$ cat config.mk
export PLATFORM = sky130hd
export DESIGN_NAME = ps2_key_encoder_flat
export DESIGN_NICKNAME = d
export VERILOG_FILES = /design/src/rtl/ps2_key_encoder_if.sv /design/src/rtl/ps2_key_encoder.sv /design/src/flat_wrapper.sv
export SDC_FILE = /design/constraint.sdc
export NUM_CORES = 1
export LEC_CHECK = 0
export BUFFER_PORTS_ARGS = -buffer_cell sky130_fd_sc_hd__clkbuf_2
export CORE_MARGIN = 4
export CORE_UTILIZATION = 40
export CTS_CLUSTER_SIZE = 25
export DETAILED_ROUTE_END_ITERATION = 16
export PLACE_DENSITY_LB_ADDON = 0.05
export SETUP_SLACK_MARGIN = 0.3
export SLEW_MARGIN = 20
export SYNTH_ARGS = -nofsm -noshare
export SYNTH_HDL_FRONTEND = slang
export SYNTH_SLANG_ARGS = --single-unit
$ cat constraint.sdc
create_clock -name clk_sys -period 2.7 [get_ports clk_sys]
set_input_delay 0.405 -clock clk_sys [delete_from_list [all_inputs] [get_ports clk_sys]]
set_output_delay 0.405 -clock clk_sys [all_outputs]
set_load 0.05 [all_outputs]
$ cat src/rtl/ps2_key_encoder_if.sv
// PS/2 receive-side signal bundle: raw pins in, decoded key event word and pulses out.
// The slave modport is the encoder; the master modport is whatever drives the pins.
interface ps2_key_encoder_if;
    logic        ps2_clk;
    logic        ps2_data;
    logic [10:0] ps2_key;
    logic        key_strobe;
    logic        frame_err;

    modport master (
        output ps2_clk,
        output ps2_data,
        input  ps2_key,
        input  key_strobe,
        input  frame_err
    );

    modport slave (
        input  ps2_clk,
        input  ps2_data,
        output ps2_key,
        output key_strobe,
        output frame_err
    );
endinterface

$ cat src/rtl/ps2_key_encoder.sv
// PS/2 scan-code-set-2 receiver producing the 11-bit {toggle, pressed, extended, code} event word.
// Pins are synchronised, ps2_clk is debounced, frames are checked and prefixes folded into the event.
module ps2_key_encoder #(
    parameter int unsigned FILT_LEN = 8,
    parameter int unsigned TIMEOUT  = 48000
) (
    input  logic              clk_sys,
    input  logic              reset,
    ps2_key_encoder_if.slave  ps2_bus
);

    localparam int unsigned    TW       = $clog2(TIMEOUT + 1);
    localparam logic [7:0]     FILT_MAX = 8'(FILT_LEN - 1);
    localparam logic [TW-1:0]  TO_MAX   = TW'(TIMEOUT - 1);

    localparam logic [2:0] ST_IDLE    = 3'd0;
    localparam logic [2:0] ST_EXT     = 3'd1;
    localparam logic [2:0] ST_REL     = 3'd2;
    localparam logic [2:0] ST_EXT_REL = 3'd3;
    localparam logic [2:0] ST_SKIP    = 3'd4;

    logic [1:0]    clk_sync_q, clk_sync_d;
    logic [1:0]    data_sync_q, data_sync_d;
    logic          filt_q, filt_d;
    logic          filt_dly_q, filt_dly_d;
    logic [7:0]    filt_cnt_q, filt_cnt_d;
    logic [3:0]    bit_cnt_q, bit_cnt_d;
    logic [10:0]   shift_q, shift_d;
    logic [TW-1:0] to_cnt_q, to_cnt_d;
    logic          frame_done_q, frame_done_d;
    logic [2:0]    state_q, state_d;
    logic [2:0]    skip_cnt_q, skip_cnt_d;
    logic [10:0]   key_q, key_d;
    logic          strobe_q, strobe_d;
    logic          err_q, err_d;

    logic          fall;
    logic          timeout;
    logic [7:0]    rx_byte;
    logic          frame_ok;
    logic          is_discard;
    logic          ext_flag;
    logic          rel_flag;

    assign fall       = filt_dly_q & ~filt_q;
    assign rx_byte    = shift_q[8:1];
    // Start low, stop high, and data plus parity carry an odd number of ones.
    assign frame_ok   = ~shift_q[0] & shift_q[10] & (^shift_q[9:1]);
    assign is_discard = rx_byte inside {8'h00, 8'hAA, 8'hEE, 8'hFA, 8'hFE, 8'hFF};
    assign ext_flag   = (state_q == ST_EXT) || (state_q == ST_EXT_REL);
    assign rel_flag   = (state_q == ST_REL) || (state_q == ST_EXT_REL);

    always_comb begin
        // NOTE: every next-state signal gets a default before any branch, so no latch is inferred.
        clk_sync_d   = {clk_sync_q[0], ps2_bus.ps2_clk};
        data_sync_d  = {data_sync_q[0], ps2_bus.ps2_data};
        filt_d       = filt_q;
        filt_dly_d   = filt_q;
        filt_cnt_d   = '0;
        bit_cnt_d    = bit_cnt_q;
        shift_d      = shift_q;
        to_cnt_d     = to_cnt_q;
        frame_done_d = 1'b0;
        timeout      = 1'b0;

        if (clk_sync_q[1] != filt_q) begin
            if (filt_cnt_q == FILT_MAX) begin
                filt_d = clk_sync_q[1];
            end else begin
                filt_cnt_d = filt_cnt_q + 8'd1;
            end
        end

        // A falling edge outranks an expiring timeout in the same cycle.
        if (fall) begin
            shift_d  = {data_sync_q[1], shift_q[10:1]};
            to_cnt_d = '0;
            if (bit_cnt_q == 4'd10) begin
                bit_cnt_d    = '0;
                frame_done_d = 1'b1;
            end else begin
                bit_cnt_d = bit_cnt_q + 4'd1;
            end
        end else if (bit_cnt_q != 4'd0) begin
            if (to_cnt_q == TO_MAX) begin
                timeout   = 1'b1;
                bit_cnt_d = '0;
                to_cnt_d  = '0;
            end else begin
                to_cnt_d = to_cnt_q + TW'(1);
            end
        end
    end

    always_comb begin
        state_d    = state_q;
        skip_cnt_d = skip_cnt_q;
        key_d      = key_q;
        strobe_d   = 1'b0;
        err_d      = 1'b0;

        if (timeout) begin
            err_d      = 1'b1;
            state_d    = ST_IDLE;
            skip_cnt_d = '0;
        end else if (frame_done_q) begin
            if (!frame_ok) begin
                err_d      = 1'b1;
                state_d    = ST_IDLE;
                skip_cnt_d = '0;
            end else if (state_q == ST_SKIP) begin
                skip_cnt_d = skip_cnt_q - 3'd1;
                if (skip_cnt_q <= 3'd1) begin
                    state_d = ST_IDLE;
                end
            end else if (is_discard) begin
                state_d = ST_IDLE;
            end else if (rx_byte == 8'hE0) begin
                state_d = rel_flag ? ST_EXT_REL : ST_EXT;
            end else if (rx_byte == 8'hF0) begin
                state_d = ext_flag ? ST_EXT_REL : ST_REL;
            end else if (rx_byte == 8'hE1) begin
                state_d    = ST_SKIP;
                skip_cnt_d = 3'd7;
            end else begin
                key_d    = {~key_q[10], ~rel_flag, ext_flag, rx_byte};
                strobe_d = 1'b1;
                state_d  = ST_IDLE;
            end
        end
    end

    always_ff @(posedge clk_sys) begin
        if (reset) begin
            // NOTE: pin synchronisers and filter reset to the idle-high level so leaving reset never fakes a falling edge.
            clk_sync_q   <= 2'b11;
            data_sync_q  <= 2'b11;
            filt_q       <= 1'b1;
            filt_dly_q   <= 1'b1;
            filt_cnt_q   <= '0;
            bit_cnt_q    <= '0;
            shift_q      <= '0;
            to_cnt_q     <= '0;
            frame_done_q <= 1'b0;
            state_q      <= ST_IDLE;
            skip_cnt_q   <= '0;
            key_q        <= '0;
            strobe_q     <= 1'b0;
            err_q        <= 1'b0;
        end else begin
            clk_sync_q   <= clk_sync_d;
            data_sync_q  <= data_sync_d;
            filt_q       <= filt_d;
            filt_dly_q   <= filt_dly_d;
            filt_cnt_q   <= filt_cnt_d;
            bit_cnt_q    <= bit_cnt_d;
            shift_q      <= shift_d;
            to_cnt_q     <= to_cnt_d;
            frame_done_q <= frame_done_d;
            state_q      <= state_d;
            skip_cnt_q   <= skip_cnt_d;
            key_q        <= key_d;
            strobe_q     <= strobe_d;
            err_q        <= err_d;
        end
    end

    assign ps2_bus.ps2_key    = key_q;
    assign ps2_bus.key_strobe = strobe_q;
    assign ps2_bus.frame_err  = err_q;

endmodule

$ cat src/flat_wrapper.sv
// flat-port wrapper written by rule: the top's interface ports become plain ports
module ps2_key_encoder_flat 
#(
    parameter int unsigned FILT_LEN = 8,
    parameter int unsigned TIMEOUT  = 48000
)
  (clk_sys, reset, ps2_bus_ps2_clk, ps2_bus_ps2_data, ps2_bus_ps2_key, ps2_bus_key_strobe, ps2_bus_frame_err);
  ps2_key_encoder_if ps2_bus_i ();
  input  logic clk_sys;
  input  logic reset;
  input wire logic [$bits(ps2_bus_i.ps2_clk)-1:0] ps2_bus_ps2_clk;
  input wire logic [$bits(ps2_bus_i.ps2_data)-1:0] ps2_bus_ps2_data;
  output wire logic [$bits(ps2_bus_i.ps2_key)-1:0] ps2_bus_ps2_key;
  output wire logic [$bits(ps2_bus_i.key_strobe)-1:0] ps2_bus_key_strobe;
  output wire logic [$bits(ps2_bus_i.frame_err)-1:0] ps2_bus_frame_err;
  assign ps2_bus_i.ps2_clk = ps2_bus_ps2_clk;
  assign ps2_bus_i.ps2_data = ps2_bus_ps2_data;
  assign ps2_bus_ps2_key = ps2_bus_i.ps2_key;
  assign ps2_bus_key_strobe = ps2_bus_i.key_strobe;
  assign ps2_bus_frame_err = ps2_bus_i.frame_err;
  ps2_key_encoder #(.FILT_LEN(FILT_LEN), .TIMEOUT(TIMEOUT)) u_core (.clk_sys(clk_sys), .reset(reset), .ps2_bus(ps2_bus_i));
endmodule
; ---- After elaboration in Yosys (flattened, before gate mapping)
; Index checks and enable logic that the tools add are counted.
[op_classes]
add_sub_neg = 4
n_mul = 0
div = 0
magnitude_cmp = 1
eq_ne = 21
shifts = 0
n_mux = 28
n_bitwise = 17
reduce_logical = 18
[op_table]
columns = op, count
row1 = "== test 8 bit, second input constant", 8
row2 = two-way mux 3 bit, 13
row3 = "adder 16 x 1 -> 16 bit, second input constant", 1
row4 = "== test 16 bit, second input constant", 1
row5 = two-way mux 16 bit, 1
row6 = two-way mux 4 bit, 4
row7 = "!= test 3 bit, second input constant", 5
row8 = inverter 1 bit, 14
row9 = two-way mux 1 bit, 9
row10 = XOR reduction 9 bit, 1
row11 = "adder 8 x 1 -> 8 bit, second input constant", 1
row12 = "== test 8 x 3 -> 1 bit, second input constant", 1
row13 = zero test 8 bit, 1
row14 = AND reduction 8 bit, 1
row15 = OR reduction 8 bit, 1
row16 = "== test 3 x 2 -> 1 bit, second input constant", 2
row17 = AND reduction 2 bit, 3
row18 = nonzero test 6 bit, 1
row19 = OR reduction 2 bit, 3
row20 = AND reduction 5 bit, 1
row21 = "adder 4 x 1 -> 4 bit, second input constant", 1
row22 = "== test 4 bit, second input constant", 1
row23 = nonzero test 2 bit, 2
row24 = nonzero test 4 bit, 1
row25 = 9 further kinds, 12
[word_totals]
register_bits = 65
latchBits = 0
mem_bits_rw = 0
rom_bits = 0
input_bits = 4
wordCells = 103
n_memories = 0

; ---- Longest topological paths before layout
; Gate-level depths: netlist of the first run.
[logic_depth]
depth_word = 8
ltp_mapped = 8

; ---- Least setup slack after synthesis of the first run
; No wires, ideal clock.
[synth_timing]
path_kind = reg-to-reg
startpoint = reg u_core.shift_q[3]
endpoint = reg u_core.key_q[10], in the netlist u_core.ps2_bus.ps2_key[10]
setup_time_ns = 0.121
arrival_time_ns = 2.161
required_time_ns = 2.579
path_slack_ns = 0.418
stages_incl_launch_ff = 8
synth_period_minus_slack_ns = 2.282
path_cell_list = dfxtp_1 -> inv_1 -> ha_1 -> xnor3_1 -> xnor2_1 -> or3_1 -> nor3_4 -> mux2_4
[synth_between]
elab_chain_cells = 4
word_cells_on_any_way = 17
[synth_lines]
columns = item, line
row1 = start: declaration, ps2_key_encoder.sv:28  ; logic [10:0] shift_q, shift_d;
row2 = start signal: assignment, ps2_key_encoder.sv:157  ; shift_q <= shift_d;
row3 = == test 8 bit / zero test 8 bit (equally long branches), ps2_key_encoder.sv:49  ; assign is_discard = rx_byte inside {8'h00, 8'hAA, 8'hEE, 8'hFA, 8'hFE, 8'hFF};
row4 = nonzero test 6 bit, ps2_key_encoder.sv:49
row5 = inverter 1 bit (no source line), n/a
row6 = AND reduction 8 bit (no source line) *, n/a
row7 = end signal: assignment, ps2_key_encoder.sv:162  ; key_q <= key_d;
row8 = end: declaration, ps2_key_encoder.sv:33  ; logic [10:0] key_q, key_d;
; Every way passes the cells marked *; elsewhere a longest branch is shown, timed or not.
; A chain may end at the register's enable or synchronous reset.

; ---- Final worst setup path of the first run
[layout_timing]
startpoint = reg u_core.shift_q[1]
endpoint = reg u_core.key_q[10], in the netlist u_core.ps2_bus.ps2_key[10]
; Same word-level chain as after synthesis.

==> results of run 1 <==
sequential cells by signal (all words and copies together) (netlist names):
register                   cells
u_core.skip_cnt_q              3
u_core.clk_sync_q              2
u_core.filt_cnt_q              8
u_core.data_sync_q             2
u_core.shift_q                11
u_core.ps2_bus.key_strobe      1
u_core.filt_dly_q              1
u_core.ps2_bus.frame_err       1
u_core.filt_dly_d              1
u_core.ps2_bus.ps2_key        11
u_core.frame_done_q            1
u_core.to_cnt_q               16
u_core.state_q                 3
u_core.bit_cnt_q               4
synth_stat cells, types with 2 or more instances:
library cell and number:
clkbuf_1 8, o2111ai_1 2, a31oi_1 3, a21boi_0 3, nor4_1 5, nor3_1 7
xnor2_1 10, nor2b_1 2, nor3b_1 3, nand2b_1 4, o21ai_0 8, xor2_1 15
dfxtp_1 65, o21a_1 3, and3_1 3, inv_1 18, a21oi_1 22, nor2_1 29
or2_2 7, buf_2 4, or3_1 2, and4_1 2, o22ai_1 4, mux2i_1 2
o31ai_1 9, nand2_1 43, nand4_1 18, ha_1 20, nand3_1 14, a211oi_1 2
routing by layer:
metal,GRT usage (%),vias up
met5,0,-
met4,6.398,0
met3,4.848,2
met2,22.02,31
met1,20.56,1104
li1,-,1301
how the worst min path moves through the flow:
| stage | startpoint | endpoint | slack [ps] | cells past startpoint |
|---|---|---|---|---|
| global placement | u_core.data_sync_q[0]$_SDFF_PP1_ | u_core.data_sync_q[1]$_SDFF_PP1_ | 390 | 1 |
| finish | ps2_bus_ps2_data | u_core.data_sync_q[0]$_SDFF_PP1_ | 250 | 2 |
| detailed placement | u_core.clk_sync_q[0]$_SDFF_PP1_ | u_core.clk_sync_q[1]$_SDFF_PP1_ | 400 | 1 |
| global route | ps2_bus_ps2_data | u_core.data_sync_q[0]$_SDFF_PP1_ | 220 | 2 |
| CTS | ps2_bus_ps2_data | u_core.data_sync_q[0]$_SDFF_PP1_ | 220 | 2 |
| floorplan | u_core.clk_sync_q[0]$_SDFF_PP1_ | u_core.clk_sync_q[1]$_SDFF_PP1_ | 390 | 1 |
layout make-up:
type / instances / area (sq um)
inverters: 18 / 67.56
multi-input cells: 257 / 1775
flip-flops and latches: 65 / 1310
fillers: 734 / 3740
clock buffers: 10 / 127.6
well taps: 99 / 123.9
clock inverters: 5 / 33.78
repair buffers: 35 / 230.2
worst register-to-register path, stage by stage (launching register included):
cell	delay [ps]
dfxtp_4	360
inv_2	50
ha_4	230
xnor3_1	360
xnor2_2	160
buf_4	160
or3_4	360
nor3_4	250
mux2_4	320
cells by family after synthesis:
group                    share of synthesized area [%]
AO/OA/AOI/OAI                                    12.85
XOR/XNOR                                         7.751
adder cells (fa/ha/maj)                          8.032
buffers and inverters                            4.177
flip-flops                                       41.77
multiplexers                                     1.124
AND/OR/NAND/NOR                                  24.30
power by group through the flow:
| stage | logic [mW] | registers [mW] | clock network, mW |
|---|---|---|---|
| global placement | 0.0258 | 0.984 | 0 |
| CTS | 0.0259 | 0.962 | 0.731 |
| global route | 0.0308 | 0.960 | 0.769 |
| finish | 0.0272 | 0.960 | 0.694 |
| detailed placement | 0.0259 | 0.984 | 0 |
| floorplan | 0.0174 | 0.984 | 0 |
repair_timing:
| action | CTS | global route |
|---|---|---|
| pin swaps | 1 | 7 |
| setup buffers | 0 | 9 |
| endpoints found under the setup margin | 13 | 13 |
| hold endpoints to repair | 0 | 0 |
| gates resized for setup | 3 | 21 |
metrics by stage:
stage / cells / power [mW] / util [%] / setup WS [ps]
final: 489 / 1.682 / 49.52 / 347.1
after global routing: 489 / 1.760 / 49.52 / 268.8
after CTS: 480 / 1.719 / 47.34 / 316.3
after detailed placement: 465 / 1.010 / 44.98 / 131.2
after global placement: 465 / 1.010 / 44.98 / 133.9
after floorplan: 354 / 1.002 / - / 417.7
==> results_dict.tcl, run 1 <==
set metrics [dict create \
    skew_ps 11.23 \
    hold_buffers 0 \
    critPathKind "flop to flop" \
    die_w_microns 96.26 \
    die_y_microns 96.26 \
    wl_met3_microns 214 \
    clock_latency_ps 330 \
    status "finished clean" \
    yosys.area.top_type_share_pct 41.77 \
    met2WireLength_microns 2773 \
    internal_power_mw 1.294 \
    cts_tree "built" \
    post_drt_wl_per_cell_microns 12.90 \
    critical_path_required_ps 2930 \
    drive_above_1_share_pct 21.28 \
    place_area_sq_mm 0.003332 \
    rr_endpoint "u_core.ps2_bus.ps2_key[10]$_SDFFE_PP0P_" \
    period_minus_slack_ps 2353 \
    synth_area_sq_mm 0.003115 \
    start_util_pct 42.05 \
    yosysSeqAreaShare_pct 41.77 \
    drt-vias-per-instance 4.986 \
    setup_tns_ps 0 \
    grt_setup_unrepaired "true" \
    place.gp.congestion 0.7707 \
    r2r-start "u_core.shift_q[1]$_SDFFE_PP0P_" \
    layout_commonest_cell "dfxtp_1" \
    fmax_mhz 425.0 \
    final_nets 410 \
    leakagePower_nw 1.301 \
    slowest_stage "dfxtp_4" \
    mostFrequentLayoutCells "62 x dfxtp_1, 43 x nand2_1, 29 x nor2_1" \
    finalHoldViolCount 0 \
    grt_use_total_pct 15.17 \
    power.density_mw_per_mm2 458.4 \
    yosysWarnings 0 \
    ys_types 47 \
    post-route-period-util_pct 87.14 \
    ys_async_sr_fraction_pct 0 \
    grt_pass1_vias 2278 \
    r2r_cells 8 \
    path_max_fanout 4 \
    rrSetupSlack_ps 350 \
    ys.flop_type "dfxtp_1" \
    clockBufferDepth 2 \
    root_buffer "clkbuf_8" \
    hold_class "input port to flop" \
    ant_nets 0 \
    top_layer_used "met4" \
    slew_violations 0 \
    cpPeakStageDelay_ps 360 \
    synth_nets 378 \
    crit_chain "inv_2 -> ha_4 -> xnor3_1 -> xnor2_2 -> buf_4 -> or3_4 -> nor3_4 -> mux2_4" \
    core-area_sq_mm 0.007408 \
    critPathBufInv 2 \
    switching_power_mw 0.3875 \
    grt_pass1_wl_microns 10900 \
    numCtsBuffers 9 \
    wl_met1_microns 3282 \
    worst_pin_slew_ps 1096 \
    synth_edf_count 0 \
    power.share.switching_pct 23.04 \
    relSlewSlack_pct 26.77 \
    die_area_sq_mm 0.009265 \
    drt_iter0_drc 61 \
    setup_viol 0 \
    worstPathArrival_ps 2580 \
    synth-seq-cells 65 \
    clkPwrFrac_pct 41.3 \
    worstSetupStartpoint "u_core.shift_q[1]$_SDFFE_PP0P_" \
    dp_hpwl_microns 4514 \
    syn_inst 354 \
    pwr-share-seq_pct 57.1 \
    cp-end-kind "flop" \
    clock_sinks 65 \
    synth_area_leaders "dfxtp_1 42%, ha_1 8.0%, nand2_1 5.2%, xor2_1 4.2%, nand4_1 3.6%" \
    drc 0 \
    num_io_pins 17 \
    dr.pass1.iters 4 \
    max-vdd-ir-drop_v 0.0002703 \
    grt_max_degree 20 \
    vias 2438 \
    diodes 0 \
    path_depth 8 \
    drt-total-wl_microns 6308 \
    cap_violations 0 \
    pwr-share-comb_pct 1.6 \
    fin_area_sq_mm 0.003669 \
    htreeDepth 3 \
    antenna_found_initial 0 \
    overflow 0 \
    yosysTopAreaCell "dfxtp_1" \
    num_rows 31 \
    critPathTopFamily "simple AND/OR/NAND/NOR gates" \
    clk_pin_slew_ps 70 \
    synth_area_per_cell_sq_um 8.801 \
    endpoint "u_core.ps2_bus.ps2_key[10]$_SDFFE_PP0P_" \
    cp-start-kind "flop" \
    hold_slack_ps 251.8 \
    numPortBuffers 16 \
    syn2layout_area_growth_pct 17.75 \
]
Power figures use the tool's default switching activity.
==> run 2: changes to the inputs <==
CORE_UTILIZATION = 47   (was 40)
==> run 2 against run 1 <==
Compared with the run above:
- fmax is 0.64% higher
- sequential share of layout area down 0.30 points
- worst setup slack better by 15 ps
- design area increased by 1.1%
- sequential power barely moved
- final cell count is 3.9% lower
- critical path depth up 1
- critical endpoint is now u_core.ps2_bus.ps2_key[2]$_SDFFE_PP0P_
- largest cell class unchanged
- highest routed layer unchanged
==> results_dict.tcl, run 2 (synthesized netlist as in run 1, its figures left out) <==
set metrics [dict create \
    r2r_cells 9 \
    mostFrequentLayoutCells "61 x dfxtp_1, 43 x nand2_1, 29 x nor2_1" \
    slew_violations 0 \
    num_rows 29 \
    largest_register_ffs 16 \
    layout_commonest_cell "dfxtp_1" \
    hold_class "input port to flop" \
    cp-start-kind "flop" \
    fmax_mhz 427.7 \
    start_util_pct 48.79 \
    rrSetupSlack_ps 360 \
    drt-vias-per-instance 5.279 \
    cts_tree "built" \
    leakagePower_nw 1.341 \
    grt_pass1_wl_microns 10500 \
    worstSetupStartpoint "u_core.shift_q[1]$_SDFFE_PP0P_" \
    fillCellCount 590 \
    overflow 0 \
    core-area_sq_mm 0.006386 \
    die_w_microns 89.42 \
    grt_pass1_vias 2230 \
    place_ws_ps 167.9 \
    clock_sinks 65 \
    post_drt_wl_per_cell_microns 13.55 \
    r2r-start "u_core.shift_q[1]$_SDFFE_PP0P_" \
    vias 2481 \
    antenna_found_initial 0 \
    clock_latency_ps 340 \
    max-vdd-ir-drop_v 0.0003011 \
    path_max_fanout 11 \
    place.gp.congestion 0.8173 \
    skew_ps 6.293 \
    numPortBuffers 16 \
    regMostFlops "u_core.to_cnt_q" \
    total_power_mw 1.900 \
    grt_setup_unrepaired "true" \
    diodes 0 \
    worstPathArrival_ps 2550 \
    finalHoldViolCount 0 \
    numCtsBuffers 9 \
    hold_slack_ps 239.0 \
    critPathKind "flop to flop" \
    worst_pin_slew_ps 990.0 \
    status "finished clean" \
    endpoint "u_core.ps2_bus.ps2_key[2]$_SDFFE_PP0P_" \
    dp_hpwl_microns 4449 \
    grt_max_degree 20 \
    drt-total-wl_microns 6369 \
    root_buffer "clkbuf_8" \
    num_io_pins 17 \
    drive_above_1_share_pct 21.88 \
    critical_path_required_ps 2910 \
    clk_pin_slew_ps 70 \
    htreeDepth 3 \
    fin_ws_ps 362.1 \
    final_util_pct 58.09 \
    seq_area_sq_mm 0.001314 \
    ant_nets 0 \
    power.density_mw_per_mm2 512.2 \
    multi_input_area_sq_mm 0.001762 \
    drt_iter0_drc 61 \
    grt_use_total_pct 17.06 \
    post-route-period-util_pct 86.59 \
    drc 0 \
    die_area_sq_mm 0.007995 \
    rr_endpoint "u_core.ps2_bus.ps2_key[2]$_SDFFE_PP0P_" \
    cap_violations 0 \
    dr.pass1.iters 4 \
    cp-end-kind "flop" \
    relSlewSlack_pct 33.86 \
    clockBufferDepth 2 \
    syn2layout_area_growth_pct 19.08 \
    setup_viol 0 \
    die_y_microns 89.42 \
    final_nets 412 \
    period_minus_slack_ps 2338 \
]
-- run 2: area by class of cell --
| type | instances | area share (%) |
|---|---|---|
| flip-flops and latches | 65 | 35.41 |
| multi-input cells | 257 | 47.49 |
| clock buffers | 10 | 3.440 |
| well taps | 77 | 2.597 |
| inverters | 18 | 1.821 |
| clock inverters | 6 | 2.496 |
| repair buffers | 37 | 6.745 |
-- run 2: worst min path at each step --
stage	cells after the start	startpoint	end	slack, ps
CTS	2	ps2_bus_ps2_data	u_core.data_sync_q[0]$_SDFF_PP1_	220
finish	2	ps2_bus_ps2_data	u_core.data_sync_q[0]$_SDFF_PP1_	240
detailed placement	1	u_core.clk_sync_q[0]$_SDFF_PP1_	u_core.clk_sync_q[1]$_SDFF_PP1_	390
global route	2	ps2_bus_ps2_data	u_core.data_sync_q[0]$_SDFF_PP1_	230
global placement	1	u_core.clk_sync_q[0]$_SDFF_PP1_	u_core.clk_sync_q[1]$_SDFF_PP1_	390
floorplan	1	u_core.clk_sync_q[0]$_SDFF_PP1_	u_core.clk_sync_q[1]$_SDFF_PP1_	390
-- run 2: report_power, final --
part	total [mW]	internal, mW	switching, mW
sequential	0.959	0.958	0.00106
clock	0.910	0.523	0.387
combinational	0.0313	0.0121	0.0192
-- run 2: routing by layer --
metal,share of wire (%),GRT usage (%),up-vias
met5,0,0,-
met1,53,24.01,1138
met2,43,24.85,27
li1,-,-,1307
met4,1.8,8.525,0
met3,2.4,3.134,9
-- run 2: through the flow --
step	instance area, sq um	setup TNS (ps)	cells
4_1_cts	3540	0	459
6_report	3710	0	470
3_5_place_dp	3302	0	442
3_3_place_gp	3297	-48.57	442
2_1_floorplan	3115	0	354
5_1_grt	3710	0	470
-- run 2: repair_timing --
item | CTS | global route
gates cloned | 0 | 0
resized for setup | 3 | 21
endpoints found under the hold margin | 0 | 0
pin swaps | 1 | 3
hold buffers | 0 | 0
setup buffers | 1 | 11
endpoints found under the setup margin | 12 | 15
-- run 2: critical path, cell delays in order (launching register included) --
cell and delay [ps]:
dfxtp_4 350, inv_1 110, ha_4 220, xnor3_1 370
xnor2_2 170, buf_4 150, or3_4 360, buf_12 170
o31ai_2 210, a21oi_1 90
